--- config.mk ---
export PLATFORM = sky130hd
export DESIGN_NAME = stage_instruction_fetch_buffered
export DESIGN_NICKNAME = d
export VERILOG_FILES = /design/src/rtl/stage_instruction_fetch_buffered.sv
export SDC_FILE = /design/constraint.sdc
export NUM_CORES = 1
export LEC_CHECK = 0
export CAP_MARGIN = 15
export CORE_UTILIZATION = 50
export DETAILED_ROUTE_END_ITERATION = 16
export GPL_ROUTABILITY_DRIVEN = 1
export HOLD_SLACK_MARGIN = 0.05
export PLACE_DENSITY_LB_ADDON = 0.1
export SKIP_CTS_REPAIR_TIMING = 1
export SLEW_MARGIN = 20
export SYNTH_ARGS = -nofsm -noshare
export SYNTH_HDL_FRONTEND = slang
export SYNTH_SLANG_ARGS = --single-unit
--- constraint.sdc ---
create_clock -name clk -period 4.5 [get_ports clk]
set_input_delay 0.9 -clock clk [delete_from_list [all_inputs] [get_ports clk]]
set_output_delay 0.9 -clock clk [all_outputs]
set_load 0.01 [all_outputs]
--- src/rtl/stage_instruction_fetch_buffered.sv ---
// Buffered fetch stage: variable-latency imem handshake, DEPTH-entry instruction queue, de_* pipeline register.
// Optional FETCH_PERF_EN adds perf_fetched / perf_redirects / perf_starve counters.
module stage_instruction_fetch_buffered #(
    parameter int unsigned     PC_W            = 32,
    parameter int unsigned     INSTR_W         = 32,
    parameter int unsigned     DEPTH           = 4,
    parameter int unsigned     MAX_OUTSTANDING = 2,
    parameter logic [PC_W-1:0] RESET_VECTOR    = '0
) (
    input  logic               clk,
    input  logic               rst,
    input  logic               if_stall,
    input  logic               de_stall,
    input  logic               de_clear,
    input  logic               ex_pc_src,
    input  logic [PC_W-1:0]    ex_pc_target,
    output logic               imem_req,
    output logic [PC_W-1:0]    imem_addr,
    input  logic               imem_ready,
    input  logic               imem_rvalid,
    input  logic [INSTR_W-1:0] imem_rdata,
    output logic               de_valid,
    output logic [INSTR_W-1:0] de_instr,
    output logic [PC_W-1:0]    de_pc,
    output logic [PC_W-1:0]    de_pc_plus4
`ifdef FETCH_PERF_EN
    ,
    output logic [31:0]        perf_fetched,
    output logic [31:0]        perf_redirects,
    output logic [31:0]        perf_starve
`endif
);

    localparam int PTR_W = $clog2(DEPTH);
    localparam int CNT_W = $clog2(DEPTH) + 1;
    localparam int OUT_W = $clog2(MAX_OUTSTANDING) + 1;

    logic [PC_W-1:0]    fetch_pc;
    logic [PC_W-1:0]    resp_pc;
    logic [PC_W-1:0]    redirect_pc;
    logic [INSTR_W-1:0] q_instr [DEPTH];
    logic [PC_W-1:0]    q_pc    [DEPTH];
    logic [PTR_W-1:0]   rd_ptr;
    logic [PTR_W-1:0]   wr_ptr;
    logic [CNT_W-1:0]   q_count;
    logic [OUT_W-1:0]   outstanding;
    logic [OUT_W-1:0]   drop_cnt;
    logic [OUT_W-1:0]   outstanding_next;
    logic [31:0]        credit_used;
    logic               accept;
    logic               push;
    logic               pop;
    logic               q_empty;

    assign redirect_pc = {ex_pc_target[PC_W-1:2], 2'b00};
    assign q_empty     = (q_count == '0);

    // Credits cover queued entries plus live (not-yet-dropped) requests, so a response always finds room.
    assign credit_used = 32'(q_count) + 32'(outstanding) - 32'(drop_cnt);
    assign imem_req    = !rst && !if_stall && !ex_pc_src
                         && (32'(outstanding) < 32'(MAX_OUTSTANDING))
                         && (credit_used < 32'(DEPTH));
    assign imem_addr   = fetch_pc;
    assign accept      = imem_req && imem_ready;

    assign outstanding_next = outstanding + OUT_W'(accept) - OUT_W'(imem_rvalid);

    // A response in the redirect cycle belongs to the old path and is discarded.
    assign push = imem_rvalid && (drop_cnt == '0) && !ex_pc_src;
    assign pop  = !de_clear && !de_stall && !q_empty && !ex_pc_src;

    // NOTE: sequential state uses non-blocking assignments so every register samples pre-edge values.
    always_ff @(posedge clk) begin
        if (rst) begin
            fetch_pc    <= RESET_VECTOR;
            resp_pc     <= RESET_VECTOR;
            outstanding <= '0;
            drop_cnt    <= '0;
        end else begin
            outstanding <= outstanding_next;
            if (ex_pc_src) begin
                fetch_pc <= redirect_pc;
                resp_pc  <= redirect_pc;
                drop_cnt <= outstanding_next;
            end else begin
                if (accept) fetch_pc <= fetch_pc + PC_W'(4);
                if (push)   resp_pc  <= resp_pc + PC_W'(4);
                if (imem_rvalid && (drop_cnt != '0)) drop_cnt <= drop_cnt - OUT_W'(1);
            end
        end
    end

    always_ff @(posedge clk) begin
        if (rst || ex_pc_src) begin
            rd_ptr  <= '0;
            wr_ptr  <= '0;
            q_count <= '0;
        end else begin
            if (push) wr_ptr <= wr_ptr + PTR_W'(1);
            if (pop)  rd_ptr <= rd_ptr + PTR_W'(1);
            q_count <= q_count + CNT_W'(push) - CNT_W'(pop);
        end
    end

    // NOTE: queue storage has no reset; validity is tracked by q_count, so stale contents are never read.
    always_ff @(posedge clk) begin
        if (push) begin
            q_instr[wr_ptr] <= imem_rdata;
            q_pc[wr_ptr]    <= resp_pc;
        end
    end

    always_ff @(posedge clk) begin
        if (rst || de_clear) begin
            de_valid    <= 1'b0;
            de_instr    <= '0;
            de_pc       <= '0;
            de_pc_plus4 <= '0;
        end else if (!de_stall) begin
            de_valid <= pop;
            if (pop) begin
                de_instr    <= q_instr[rd_ptr];
                de_pc       <= q_pc[rd_ptr];
                de_pc_plus4 <= q_pc[rd_ptr] + PC_W'(4);
            end
        end
    end

    push_into_full: assert property (@(posedge clk) disable iff (rst)
        !(push && !pop && (q_count == CNT_W'(DEPTH))));

`ifdef FETCH_PERF_EN
    always_ff @(posedge clk) begin
        if (rst) begin
            perf_fetched   <= '0;
            perf_redirects <= '0;
            perf_starve    <= '0;
        end else begin
            if (pop)       perf_fetched   <= perf_fetched + 32'd1;
            if (ex_pc_src) perf_redirects <= perf_redirects + 32'd1;
            if (!de_stall && q_empty && !de_clear) perf_starve <= perf_starve + 32'd1;
        end
    end
`endif

endmodule
==> impl_results.md, run 1 <==
* Status: completed
* Main area contributors after synthesis: edfxtp_1 44%, dfxtp_1 20%, mux4_2 7.2%, nand2_1 4.2%, a21oi_1 3.3%
* Io pins at 202
* Crit. End Element: primary output
* Max-slew violations at 0
* Switching Share at 0.2084
* Leak at 6.700 nW
* Final hold vios at 0
* Largest net degree at the start of global routing at 123
* Placed cells at 1,893
* Pwr/cell area at 399.6 nW/um2
* Die W at 185.2 um
* Total negative slack at 0 ns
* CP Cell Sequence: inv_1 > fa_1 > inv_1 > ha_1 > and3b_1 > nor4_1 > o211a_1 > clkdlybuf4s50_1
* Initial Util at 0.5119
* Hold WC Path Type: register to register
* Rel. slew slack at 0.3161
* RSZ-0062 raised after global routing: no
* Drt initial violations at 900
* Clk_lat worst skew at 0.53 ns
* Initial antenna violation count at 1
* Final worst-path cycle share at 0.9419
* Core Area at 32,780 um2
* Combinational group share of total power at 0.058
* Root Buffer: clkbuf_16
* CP max stage cell: clkdlybuf4s50_1
* Nets at 1,584
* Post-synth EDFFs at 248
* Total GRT Usage at 0.2188
* Synth area leader: edfxtp_1
* Syn Inst Count at 1,307
* Layout area overhead at 22.82%
* Die height at 185.2 um
* Layout cells sized above 1 at 0.1133
* Maxcap violations at 0
* Peak fanout along the critical path at 3
* Worst-margin pin slew at 1.025 ns
* CP Data Required Time at 3.60 ns
* Synth warn at 0
* First-pass GRT wire length at 57,840 um
* Final Setup Violations at 0
* Seq. cell area at 10,780 um2
* Clock share of power at 0.433
* Post-Syn Area at 16,780 um2
* Layout Skew at 0.01998 ns
* Reg power frac at 0.509
* Sequential element share of the synthesized area at 0.6418
* Critical R2R Launch: q_count[1]$_SDFF_PP0_
* H-tree Lvls at 2
* Critical path launch point type: register
* Critical path's top delay family: adder cells
* Yosys reg bits at 414
* FFs w/ async S/R, synth at 0
* Post-DP HPWL at 23,850 um
* Avg Inst Size Synth at 12.84 um2
* Worst endpoint data arrival time at 3.34 ns
* HP Start: de_pc[27]$_SDFFE_PP0P_
* Total CTS buffers at 41
* Cell variety after synth at 62
* Kind of critical path: register to primary output
* Port buffer count at 193
* Number of vias per cell at 5.548
* Worst vdd ir at 0.1998 mV
* ANT nets after route at 0
* Fin cells at 1,969
* Site Rows at 66
* FMAX at 0.2359 GHz
* Bufs and invs on worst path at 3
* Dominant synthesized flop cell: edfxtp_1
* Crit path launch: q_count[1]$_SDFF_PP0_
* Multi-input gate area at 5578 um2
* Pre-antenna DRT Iters at 5
* # diodes at 0
* Max clock buf depth at 3
* Worst path most repeated cell: inv_1
* Most frequent cell after synthesis: edfxtp_1
* Share of the synthesized area in the top cell type at 0.4438
* Vias at 10,920
* CTS tree: yes
* Drt drc at 0
* Worst-path clk slew at 0.06 ns
* CP peak stage delay at 0.56 ns
* NetSw at 1.717 mW
* Die area at 34,300 um2
* Gr ovfl total at 0
* Top cells by count, synth: 248 x edfxtp_1, 190 x nand2_1, 166 x dfxtp_1
* Avg WL per Cell at 18.81 um
* Fillers at 2,550
* GP Congestion at 0.8577
* Vias in the first global route at 10,390
* Final min period at 4.239 ns
* Drt total wl at 37,030 um
* Cell-internal power at 6.519 mW
* # clock sinks at 414
path summary, 6_finish.rpt:
kind                           endpoint  slack (ns)  cells past startpoint
max                            imem_req        0.26                      8
min              de_pc[27]$_SDFFE_PP0P_        0.45                      2
max reg2reg  imem_addr[13]$_SDFFE_PP0P_        1.08                     11
min reg2reg      de_pc[27]$_SDFFE_PP0P_        0.45                      2
layer usage:
layer	part of all wire	up-vias	GRT usage	wire, um
met3	0.058	52	0.03107	2161
met4	0.017	2	0.05256	636
met1	0.46	5332	0.3153	17170
li1	-	5194	-	-
met5	0.00022	-	0	8
met2	0.46	344	0.3504	17060
cell usage in the layout (no fill, tap or decap), drive strengths merged, types with 13 or more instances in the layout:
cell type	netlist	routed
xnor2	30	30
xor2	33	33
edfxtp	248	248
a31oi	25	25
clkdlybuf4s50	0	191
o21ai	49	49
nand4	25	25
dfxtp	166	166
nor3	18	18
inv	30	32
nor4	19	19
ha	16	16
a21oi	111	111
clkbuf	54	64
buf	21	23
nand3	30	30
mux4	61	61
nand2	191	191
a211oi	13	13
nor2	65	65
stage by stage:
step | total power, mW | cell area (um2) | hold slack [ns] | setup slack [ns] | util
after CTS | 8.304 | 20610 | 0.4540 | 0.2839 | 0.6287
after global routing | 8.501 | 20610 | 0.4737 | 0.1078 | 0.6287
after global placement | 4.742 | 19180 | 0.4404 | 0.8804 | 0.5850
after detailed placement | 4.754 | 19180 | 0.4463 | 0.8522 | 0.5850
final | 8.236 | 20610 | 0.4531 | 0.2615 | 0.6287
after floorplan | 4.529 | 16800 | 0.4692 | 0.9772 | -
power groups by stage:
stage / clock network (mW) / logic, mW / registers (mW)
final: 3.56 / 0.479 / 4.19
after global placement: 0 / 0.474 / 4.27
after global routing: 3.76 / 0.531 / 4.21
after floorplan: 0 / 0.271 / 4.26
after CTS: 3.63 / 0.484 / 4.19
after detailed placement: 0 / 0.480 / 4.27
worst reg2reg max path: stages (launching register included):
cell	delay, ns
dfxtp_1	0.38
inv_1	0.10
fa_1	0.53
inv_1	0.04
ha_1	0.27
and3b_1	0.18
nor4_1	0.46
o2111ai_2	0.22
buf_4	0.28
buf_4	0.24
or4_1	0.51
a31oi_1	0.16
layout make-up:
| class | instances | share of cell area |
|---|---|---|
| Clock inverter | 12 | 0.009228 |
| Timing Repair Buffer | 214 | 0.1045 |
| Tap cell | 442 | 0.02683 |
| Clock buffer | 64 | 0.06016 |
| Sequential cell | 414 | 0.5228 |
| Multi-Input combinational cell | 792 | 0.2706 |
| Inverter | 31 | 0.005767 |
cell families after synthesis:
group	synth area share
simple gates	0.1203
flops	0.6418
compound gates	0.07367
buf+inv	0.02766
mux	0.08917
xor+xnor	0.03288
fa+ha+maj	0.01432
other cells	0.0002235
sequential cells by signal (all words and copies together), names as in the netlist, named ones only:
| signal | cells |
|---|---|
| q_instr | 128 |
| wr_ptr | 2 |
| q_count | 3 |
| de_valid | 1 |
| drop_cnt | 2 |
| resp_pc | 30 |
| de_pc | 30 |
| q_pc | 120 |
| rd_ptr | 2 |
| outstanding | 2 |
| imem_addr | 30 |
| de_pc_plus4 | 30 |
| de_instr | 32 |
(Power assumes the default switching activity.)
==> run 2, diff against run 1 <==
--- a/config.mk
+++ b/config.mk
@@ -9,2 +9,3 @@
 export CORE_UTILIZATION = 50
+export CTS_CLUSTER_DIAMETER = 200
 export DETAILED_ROUTE_END_ITERATION = 16
--- a/constraint.sdc
+++ b/constraint.sdc
@@ -3,2 +3,2 @@
 set_output_delay 0.9 -clock clk [all_outputs]
-set_load 0.01 [all_outputs]
+set_load 0.005 [all_outputs]
==> impl_results.md, run 2 (synthesis results as in run 1) <==
* Port buffer count at 193
* Worst vdd ir at 0.2803 mV
* Root Buffer: clkbuf_16
* GP Congestion at 0.8556
* CP Data Required Time at 3.60 ns
* Status: completed
* Layout Skew at 0.02867 ns
* Drt total wl at 37,350 um
* Bufs and invs on worst path at 3
* Crit path launch: q_count[1]$_SDFF_PP0_
* Site Rows at 66
* Critical R2R Launch: q_count[1]$_SDFF_PP0_
* CP Cell Sequence: inv_1 > fa_1 > inv_1 > ha_1 > and3b_1 > nor4_1 > o211a_1 > clkdlybuf4s50_1
* FMAX at 0.2423 GHz
* Peak fanout along the critical path at 3
* Max clock buf depth at 3
* Total GRT Usage at 0.2205
* Initial antenna violation count at 1
* Fin area at 20,530 um2
* Drt drc at 0
* Worst-margin pin slew at 1.017 ns
* CTS tree: yes
* Reg2reg end: imem_addr[22]$_SDFFE_PP0P_
* Pwr/cell area at 391.9 nW/um2
* Pre-antenna DRT Iters at 5
* Critical path's top delay family: adder cells
* Most frequent cells in the layout: 248 x edfxtp_1, 191 x clkdlybuf4s50_1, 190 x nand2_1
* ANT nets after route at 0
* H-tree Lvls at 2
* Die height at 185.2 um
* PnR worst setup slack at 0.3728 ns
* Leak at 6.669 nW
* Max-slew violations at 0
* Initial Util at 0.5119
* Reg2reg path depth at 11
* Avg WL per Cell at 18.97 um
* Crit. End Element: primary output
* Max reg flops at 128
* Dpl ws at 0.8731 ns
* Maxcap violations at 0
* CP peak stage delay at 0.53 ns
* # clock sinks at 414
* Crit path depth at 8
* Fillers at 2,574
* Io pins at 202
* Rel. slew slack at 0.3215
* Die W at 185.2 um
* Layout area overhead at 22.32%
* Critical path launch point type: register
* Layout cells sized above 1 at 0.1153
* Hold WC Path Type: register to register
* Final Setup Violations at 0
* First-pass GRT wire length at 58,010 um
* Largest regs: q_instr: 128 flops, q_pc: 120 flops, de_instr: 32 flops
* RSZ-0062 raised after global routing: no
* # diodes at 0
* Gr ovfl total at 0
* Final worst-path cycle share at 0.9171
* Worst path most repeated cell: inv_1
* Kind of critical path: register to primary output
* Post-DP HPWL at 23,830 um
* Core Area at 32,780 um2
* Biggest register: q_instr
* Worst-path clk slew at 0.06 ns
* Clk_lat worst skew at 0.54 ns
* Nets at 1,584
* Final min period at 4.127 ns
* Worst endpoint data arrival time at 3.23 ns
* Final Core Density at 0.6261
* Final hold vios at 0
* Total negative slack at 0 ns
* Hold slack at 0.4519 ns
* Placement-stage cell area at 19,170 um2
* Drt initial violations at 697
* Capture point of the critical path: imem_req
* Commonest non-fill, non-tap cell in the layout: edfxtp_1
* Largest net degree at the start of global routing at 123
* Total CTS buffers at 42
* Number of vias per cell at 5.520
* Vias at 10,870
* CP max stage cell: fa_1
* Die area at 34,300 um2
* Vias in the first global route at 10,500
* R2R Setup Slk at 1.18 ns
==> run 2: cell types whose count changed in the layout (fill, tap and decap cells not counted), sizes merged <==
cell / delta
clkinv: +8
clkbuf: -5
bufinv: -3
buf: -1
inv: +1
==> run 2: how the worst min path moves through the flow <==
stage	startpoint	end	slack, ns	cells after the start
6_report	de_instr[13]$_SDFFE_PP0P_	de_instr[13]$_SDFFE_PP0P_	0.45	2
3_5_place_dp	de_instr[18]$_SDFFE_PP0P_	de_instr[18]$_SDFFE_PP0P_	0.45	2
3_3_place_gp	de_valid$_SDFFE_PP0N_	de_valid$_SDFFE_PP0N_	0.44	2
4_1_cts	de_instr[18]$_SDFFE_PP0P_	de_instr[18]$_SDFFE_PP0P_	0.45	2
5_1_grt	de_instr[28]$_SDFFE_PP0P_	de_instr[28]$_SDFFE_PP0P_	0.47	2
2_1_floorplan	de_instr[0]$_SDFFE_PP0P_	de_instr[0]$_SDFFE_PP0P_	0.45	2
==> run 2: per-stage QoR <==
| step | instances | power (mW) |
|---|---|---|
| 2_1_floorplan | 1312 | 4.521 |
| 3_3_place_gp | 1892 | 4.732 |
| 3_5_place_dp | 1892 | 4.744 |
| 4_1_cts | 1969 | 8.118 |
| 5_1_grt | 1969 | 8.335 |
| 6_report | 1969 | 8.044 |
==> run 2: area by class of cell <==
| type | count | area [um2] | share of cell area |
|---|---|---|---|
| tap | 442 | 553.0 | 0.02694 |
| inverter | 31 | 118.9 | 0.005791 |
| clock buffer | 59 | 1199 | 0.05839 |
| timing repair buffer | 213 | 2147 | 0.1046 |
| sequential | 414 | 10780 | 0.5249 |
| clock inverter | 18 | 156.4 | 0.007619 |
| multi-input combinational | 792 | 5578 | 0.2717 |
==> run 2: power breakdown <==
| group | switching (mW) | leakage, nW | internal (mW) |
|---|---|---|---|
| clock network | 1.40 | 0.681 | 1.98 |
| logic | 0.253 | 2.37 | 0.217 |
| registers | 0.0783 | 3.62 | 4.12 |
| total | 1.73 | 6.67 | 6.32 |
==> run 2: layer usage <==
metal  track usage  vias to the layer above  wire, um
met2        0.3499                      304     17370
li1              -                     5198         -
met1        0.3174                     5323     17520
met5             0                        -        11
met3       0.03854                       42      1989
met4       0.04893                        2       459
==> run 2: tightest hold or removal path: stages, from the launching register on <==
cell and delay [ns]:
dfxtp_1 0.30, nand2_1 0.05, a21oi_1 0.05
==> run 3, diff against run 2 <==
- SETUP_SLACK_MARGIN: unset -> 0.1
==> results of run 3 <==
Same layout as run 2: the final DEF is identical, and so are final timing and power.
